[src/rtl/pipe_arith_pkg.sv]
// Shared definitions for the pipelined add/sub datapath: op encoding and
// segment-width helper.
package pipe_arith_pkg;

  typedef logic [1:0] op_t;

  localparam op_t OP_ADD  = 2'b00;
  localparam op_t OP_SUB  = 2'b01;
  localparam op_t OP_INC  = 2'b10;
  localparam op_t OP_ADDC = 2'b11;

  function automatic int seg_w(input int width, input int stages);
    return width / stages;
  endfunction

endpackage

[src/rtl/add_seg.sv]
// One carry-chain segment: SEG-bit add with carry in/out plus the carry that
// enters the segment MSB (needed for signed overflow on the top segment).
module add_seg #(
  parameter int SEG = 4
) (
  input  logic [SEG-1:0] i_a,
  input  logic [SEG-1:0] i_b,
  input  logic           i_cin,
  output logic [SEG-1:0] o_sum,
  output logic           o_cout,
  output logic           o_cmsb
);

  logic [SEG:0] w_full;

  assign w_full = {1'b0, i_a} + {1'b0, i_b} + {{SEG{1'b0}}, i_cin};
  assign o_sum  = w_full[SEG-1:0];
  assign o_cout = w_full[SEG];
  // sum bit = a ^ b ^ carry_in, so the carry into the MSB falls out directly
  assign o_cmsb = i_a[SEG-1] ^ i_b[SEG-1] ^ w_full[SEG-1];

endmodule

[src/rtl/pipe_add_sub.sv]
// Pipelined WIDTH-bit ADD/SUB/INC/ADDC. Carry chain split into STAGES segments,
// one per register stage; whole pipe stalls on output backpressure.
module pipe_add_sub
  import pipe_arith_pkg::*;
#(
  parameter int WIDTH  = 8,
  parameter int STAGES = 2
) (
  input  logic             clk,
  input  logic             rst_n,
  input  logic             in_valid,
  output logic             in_ready,
  input  logic [1:0]       op,
  input  logic [WIDTH-1:0] a,
  input  logic [WIDTH-1:0] b,
  input  logic             ci,
  output logic             out_valid,
  input  logic             out_ready,
  output logic [WIDTH-1:0] sum,
  output logic             co,
  output logic             ovf
);

  localparam int SEG = seg_w(WIDTH, STAGES);
  localparam logic [WIDTH-1:0] SEG_MASK = WIDTH'({SEG{1'b1}});

  logic                          w_en;
  logic [WIDTH-1:0]              w_bc;
  logic                          w_cc;
  logic [STAGES:0]               w_vld_pipe;
  logic [STAGES:1]               r_vld_pipe;
  logic [STAGES-1:0][WIDTH-1:0]  r_a, r_b, r_s;
  logic [STAGES-1:0][WIDTH-1:0]  w_ain, w_bin, w_sin, w_snext;
  logic [STAGES-1:0][SEG-1:0]    w_seg;
  logic [STAGES-1:0]             r_c, w_cin, w_co, w_cm;
  logic                          r_cm;
  logic                          w_unused;

  assign w_en       = ~r_vld_pipe[STAGES] | out_ready;
  assign in_ready   = w_en;
  assign w_vld_pipe = {r_vld_pipe, in_valid};

  always_comb begin
    w_bc = b;
    w_cc = 1'b0;
    case (op)
      OP_SUB:  begin w_bc = ~b;  w_cc = 1'b1; end
      OP_INC:  begin w_bc = '0;  w_cc = 1'b1; end
      OP_ADDC: w_cc = ci;
      default: ;
    endcase
  end

  for (genvar k = 0; k < STAGES; k++) begin : g_stage
    if (k == 0) begin : g_first
      assign w_ain[k] = a;
      assign w_bin[k] = w_bc;
      assign w_sin[k] = '0;
      assign w_cin[k] = w_cc;
    end else begin : g_next
      assign w_ain[k] = r_a[k-1];
      assign w_bin[k] = r_b[k-1];
      assign w_sin[k] = r_s[k-1];
      assign w_cin[k] = r_c[k-1];
    end

    add_seg #(.SEG(SEG)) u_seg (
      .i_a    (w_ain[k][k*SEG +: SEG]),
      .i_b    (w_bin[k][k*SEG +: SEG]),
      .i_cin  (w_cin[k]),
      .o_sum  (w_seg[k]),
      .o_cout (w_co[k]),
      .o_cmsb (w_cm[k])
    );

    // splice this stage's segment into the partial sum travelling down the pipe
    assign w_snext[k] = (w_sin[k] & ~(SEG_MASK << (k*SEG))) |
                        (WIDTH'(w_seg[k]) << (k*SEG));
  end

  always_ff @(posedge clk) begin
    if (!rst_n) begin
      r_vld_pipe <= '0;
      r_a        <= '0;
      r_b        <= '0;
      r_s        <= '0;
      r_c        <= '0;
      r_cm       <= 1'b0;
    end else if (w_en) begin
      r_vld_pipe <= w_vld_pipe[STAGES-1:0];
      r_a        <= w_ain;
      r_b        <= w_bin;
      r_s        <= w_snext;
      r_c        <= w_co;
      r_cm       <= w_cm[STAGES-1];
    end
  end

  assign out_valid = r_vld_pipe[STAGES];
  assign sum       = out_valid ? r_s[STAGES-1] : '0;
  assign co        = out_valid & r_c[STAGES-1];
  assign ovf       = out_valid & (r_cm ^ r_c[STAGES-1]);

  // finished/unprocessed operand bits ride along but are never read again
  assign w_unused = ^{r_a, r_b, w_cm};

endmodule

[config.mk]
export PLATFORM = sky130hd
export DESIGN_NAME = pipe_add_sub
export DESIGN_NICKNAME = d
export VERILOG_FILES = /design/src/rtl/pipe_arith_pkg.sv /design/src/rtl/add_seg.sv /design/src/rtl/pipe_add_sub.sv
export SDC_FILE = /design/constraint.sdc
export NUM_CORES = 1
export LEC_CHECK = 0
export BUFFER_PORTS_ARGS = -buffer_cell sky130_fd_sc_hd__buf_2
export CORE_UTILIZATION = 45
export CTS_CLUSTER_DIAMETER = 50
export DETAILED_ROUTE_END_ITERATION = 16
export PLACE_DENSITY = 0.77
export SLEW_MARGIN = 20
export SYNTH_ARGS = -nofsm -noshare
export SYNTH_HDL_FRONTEND = slang
export SYNTH_SLANG_ARGS = --single-unit
[constraint.sdc]
create_clock -name clk -period 3.2 [get_ports clk]
set_input_delay 0.16 -clock clk [delete_from_list [all_inputs] [get_ports clk]]
set_output_delay 0.16 -clock clk [all_outputs]
set_load 0.01 [all_outputs]
=== Word level (Yosys, flattened, before mapping) ===
Index checks and enable logic that the tools add are counted.

* Register bits: 33
* Word-level logic and storage cells: 27
* Output and inout bits: 12
* Input bits: 23

* Reductions and logical operators: 1
* Bitwise gates (word level): 9
* Mux-type cells: 3
* Add/sub/neg operators: 4
* Equal/unequal tests: 3

{| class="wikitable"
|+ Operator list
! kind !! number
|-
| $pmux W8 S2 || 1
|-
| $add A4 B4 Y5 || 2
|-
| $add A5 B1 Y5 || 2
|-
| $mux W8 || 1
|-
| $not A8 Y8 || 1
|-
| $or A4 B8 Y8 || 1
|-
| $eq A2 B2 Y1 const B || 2
|-
| $xor A1 B1 Y1 || 3
|-
| $and A1 B1 Y1 || 2
|-
| $eq A2 B1 Y1 const B || 1
|-
| $pmux W1 S2 || 1
|-
| $reduce_or A2 Y1 || 1
|-
| $not A1 Y1 || 1
|-
| $or A1 B1 Y1 || 1
|}

=== Logic depth before layout (Yosys ltp) ===
* Word-level depth: 4
* Mapped depth: 11
* Gate-level depth less buffers: 10

=== By module ===
From an unflattened synthesis, not the netlist that was laid out.

* Cell total of the unflattened synthesis: 166
* Area total of the unflattened synthesis: 1437.6 um^2

{| class="wikitable"
|+ By module, submodules not included
! module !! seq. area each (um^2) !! instances !! area each (um^2) !! cells an instance
|-
| pipe_add_sub || 500.5 || 1 || 1152.4 || 132
|-
| add_seg (g_stage[0].u_seg) || 0.0 || 1 || 143.9 || 17
|-
| add_seg (g_stage[1].u_seg) || 0.0 || 1 || 141.4 || 17
|}

=== Worst setup path after synthesis ===
Ideal clock, no wire load.

* Kind: input-to-reg
* Start point: input op[1]
* End point: register r_s[1] (netlist name)
* Setup slack: 1.045 ns
* Arrival: 2.023 ns
* Stages: 10
* Path buffers: 1
* Data required time: 3.068 ns
* Library setup time: 0.132 ns
* Cells stage by stage: inv_1 -> ha_1 -> clkbuf_1 -> a21oi_1 -> or2_2 -> fa_1 -> inv_1 -> fa_1 -> nand2_1 -> a21oi_1

* Cells in the longest elaborated chain, start to end: 4
* Elaborated cells between the ends (all ways): 8
* Classes of those cells: add/sub: 2; eq/ne: 3; mux: 2; reduce/logical: 1

{| class="wikitable"
|+ Ends and longest elaborated chain
! item !! RTL line !! RTL
|-
| start: declaration || pipe_add_sub.sv:13 || <nowiki>input logic [1:0] op,</nowiki>
|-
| $eq A2 B2 Y1 or $eq A2 B1 Y1 (tied branches) || pipe_add_sub.sv:46 || <nowiki>case (op)</nowiki>
|-
| $pmux W8 S2 or $reduce_or A2 Y1 (tied branches) || n/a ||
|-
| $add A4 B4 Y5 or $pmux W1 S2 (tied branches) || add_seg.sv:16, pipe_add_sub.sv:46 ||
|-
| $add A5 B1 Y5 (*) || add_seg.sv:16 || <nowiki>assign w_full = {1'b0, i_a} + {1'b0, i_b} + {{SEG{1'b0}}, i_cin};</nowiki>
|-
| net g_stage[0].u_seg.o_sum[1] || add_seg.sv:9 || <nowiki>output logic [SEG-1:0] o_sum,</nowiki>
|-
| end signal: assignment || pipe_add_sub.sv:93 || <nowiki>r_s <= w_snext;</nowiki>
|-
| end: declaration || pipe_add_sub.sv:32 || <nowiki>logic [STAGES-1:0][WIDTH-1:0] r_a, r_b, r_s;</nowiki>
|}

Mark *: on every way through the listed nets, which the timed path passes. The rest lies on a longest branch.
A chain may end at the register's enable or synchronous reset.

=== Worst setup path in the final report ===
* Start point: input op[0]
* End point: register r_c[0]

* Cells in the longest elaborated chain, start to end: 4
* Elaborated cells between the ends (all ways): 8
* Classes of those cells: add/sub: 2; eq/ne: 3; mux: 2; reduce/logical: 1

{| class="wikitable"
|+ Ends and longest elaborated chain
! item !! RTL line !! RTL
|-
| $eq A2 B2 Y1 or $eq A2 B1 Y1 (tied branches) || pipe_add_sub.sv:46 ||
|-
| $pmux W8 S2 or $reduce_or A2 Y1 (tied branches) || n/a ||
|-
| $add A4 B4 Y5 or $pmux W1 S2 (tied branches) || add_seg.sv:16, pipe_add_sub.sv:46 ||
|-
| $add A5 B1 Y5 (*) || add_seg.sv:16 ||
|-
| end signal: assignment || pipe_add_sub.sv:94 || <nowiki>r_c <= w_co;</nowiki>
|-
| end: declaration || pipe_add_sub.sv:35 || <nowiki>logic [STAGES-1:0] r_c, w_cin, w_co, w_cm;</nowiki>
|}

Every way passes the cells marked *; elsewhere a longest branch is shown, timed or not.

==> impl_metrics.py <==
metrics = {
    "global_routing": {
        "grt_pass1_wl_mm": 4.30,
        "grt_max_degree": 36,
        "met3_usage": 0.0134,
        "antenna_found_initial": 0,
        "grt.total_usage": 0.160,
        "grt_pass1_vias": 1035,
        "grtUsageMet2": 0.273,
        "use_met1": 0.212,
        "grt_overflow": 0,
        "grt_busiest_layer": "met2",
    },
    "flow_run": {
        "maxCapViolations": 0,
    },
    "placed_design": {
        "gp_congestion": 0.750,
        "dpl_worst_slack_ps": 883,
        "portBuffers": 34,
        "dp_hpwl_mm": 1.82,
        "placed_cell_area_um2": 1560,
    },
    "drt": {
        "routed_via_density": 5.06,
        "wl_per_cell_um": 10.7,
        "drc_errors": 2,
        "num_vias": 1149,
        "wl_mm": 2.42,
        "first_pass_iters": 10,
        "drt_iter0_drc": 27,
        "antenna_left": 0,
    },
    "logic_synthesis": {
        "ys.warnings.count": 0,
        "yosys.area.top_type_share": 0.357,
        "netlist_instances": 166,
        "synth_commonest_cells": "dfxtp_1, nand2_1, a21oi_1",
        "synth.largest_area_cell": "dfxtp_1",
        "yosysSeqAreaShare": 0.357,
        "yosysMostFrequentCell": "dfxtp_1",
        "synth_seq_cells": 25,
        "synth-main-ff-cell": "dfxtp_1",
        "synth_area_leaders": "dfxtp_1, ha_1, nand2_1",
        "syn-num-nets": 202,
        "synthArstFlopShare": 0,
        "netlist_area_um2": 1400,
        "syn_avg_cell_area_um2": 8.45,
        "synth-edff-count": 0,
        "synthDistinctLibCells": 31,
    },
    "clock_tree": {
        "path_clk_slew_ps": 130,
        "cts_buffer_depth": 2,
        "ctsRootBufferMaster": "clkbuf_4",
        "cts_max_level": 1,
        "cts_hold_buf": 0,
        "cts_buffers": 3,
        "ctsResizeCount": 0,
        "clock-sinks": 25,
        "clock_latency_ps": 310,
        "post_cts.repair.setup_buffers": 0,
        "cts_tree": "done",
    },
    "layout": {
        "syn2layout_area_growth_pct": 13.2,
        "diodes": 0,
        "n_fill_cell": 290,
        "nets": 233,
        "final_cell_area_um2": 1590,
        "drive_gt1_frac": 0.235,
    },
    "sta": {
        "setup_violations": 0,
        "finalWorstSetupSlack_ps": 1220,
        "fin_crit_ps": 1980,
        "clock_skew_ps": 10.8,
        "finalMaxSlewViolations": 0,
        "period_share": 0.618,
        "rsz0062_at_grt": "false",
        "max_freq_mhz": 506,
        "hold_violations": 0,
        "max_slew_margin": 0.536,
        "worst_pin_slew_ps": 695,
        "setup_tns_ps": 0,
    },
    "setup_path": {
        "crit_slowest_cell": "ha_1",
        "slowest_delay_ps": 470,
        "worstPathArrival_ps": 2170,
        "path_cells": "buf_2 -> inv_1 -> ha_1 -> mux2i_1 -> fa_1 -> inv_1 -> fa_1 -> a21o_1 -> a21oi_1 -> a21oi_1",
        "crit_path_max_fanout": 13,
        "crit_required_ps": 3390,
        "critical_path_class": "in2reg",
        "r2r_cells": 6,
        "end_kind": "flip-flop",
        "start_kind": "primary input",
    },
    "power": {
        "p_sw_frac": 0.276,
        "p_clk_frac": 0.214,
        "leakage_nw": 0.766,
        "p_int_mw": 0.460,
        "switching_power_mw": 0.176,
        "ir_worst_vdd_mv": 0.155,
        "power_frac_seq": 0.565,
        "combPwrFrac": 0.221,
        "power_density_nw_per_um2": 400,
    },
    "floorplanning": {
        "die_w_um": 57.8,
        "initial_utilization": 0.492,
        "core.rowCount": 19,
        "io_pins": 35,
        "core_region_area_um2": 2850,
        "die_h_um": 57.8,
        "die-area_um2": 3340,
    },
    "status": {
        "status": "finished with violations",
        "violations": "DRC",
    },
    "hold_path": {
        "holdPathStages": 3,
        "worstHoldPathType": "in2reg",
    },
}
-- power by group through the flow --
stage,clock [mW],combinational (mW),sequential [mW]
floorplan,0,0.107,0.362
global placement,0,0.139,0.366
detailed placement,0,0.141,0.367
CTS,0.140,0.142,0.359
global route,0.155,0.163,0.364
finish,0.136,0.140,0.359
-- per-stage QoR --
step	cells	hold slack (ps)	utilization	power, mW
final	227	70.1	0.557	0.636
after global routing	227	61.3	0.557	0.681
after CTS	227	71.2	0.557	0.642
after detailed placement	223	411	0.547	0.508
after global placement	223	411	0.547	0.505
after floorplan	166	298	-	0.469
-- flip-flops by register name, indices dropped and copies added, names as in the netlist --
register	flops
r_s	12
r_a	4
r_b	4
r_c	2
r_vld_pipe	2
r_cm	1
-- logic make-up after synthesis --
logic type | Yosys count | share of synthesized area
and+or+nand+nor | 60 | 0.206
muxes | 5 | 0.0392
xor gates and xnor gates | 3 | 0.0187
AOI/OAI and AO/OA | 37 | 0.161
buffers and inverters | 23 | 0.0803
adders and majority gates | 13 | 0.137
DFF | 25 | 0.357
-- placed cells by master, fill, tap and decap left out, types with 2 or more instances in the layout --
cell       n
fa_1       4
ha_1       9
clkbuf_4   3
and2_1    11
o21ai_0    6
nand3b_1   2
nor2b_1    2
a211oi_1   9
buf_2     34
dfxtp_1   25
inv_1     13
nor2_1    12
a21oi_1   17
xnor2_1    2
mux2_2     4
nand3_1    5
nand2_1   24
-- path summary, 6_finish.rpt --
path,start,end,slack (ps)
setup / recovery,op[0],r_c[0],1220
hold / removal,a[7],r_a[7],70
setup reg to reg,r_b[4],r_s[14],1500
hold reg to reg,r_s[9],r_s[9],460
-- area by class of cell --
cell class,instances,area [um2],share of cell area
timing repair buffer,35,178,0.112
multi-input combinational,118,790,0.497
inverter,14,55.1,0.0347
tap,31,38.8,0.0244
clock buffer,4,26.3,0.0165
sequential,25,500,0.315
-- layer usage --
layer,vias to the layer above,wire length [um]
met5,-,0
met4,0,38
met3,4,127
met2,32,1050
met1,499,1200
li1,614,-
-- worst max-delay path, delay by kind of cell --
family | cells | cell delay, ps
buffers and inverters | 3 | 210
adder cells (fa/ha/maj) | 3 | 1090
multiplexers | 1 | 290
AO/OA/AOI/OAI | 3 | 420
Power figures use the tool's default switching activity.
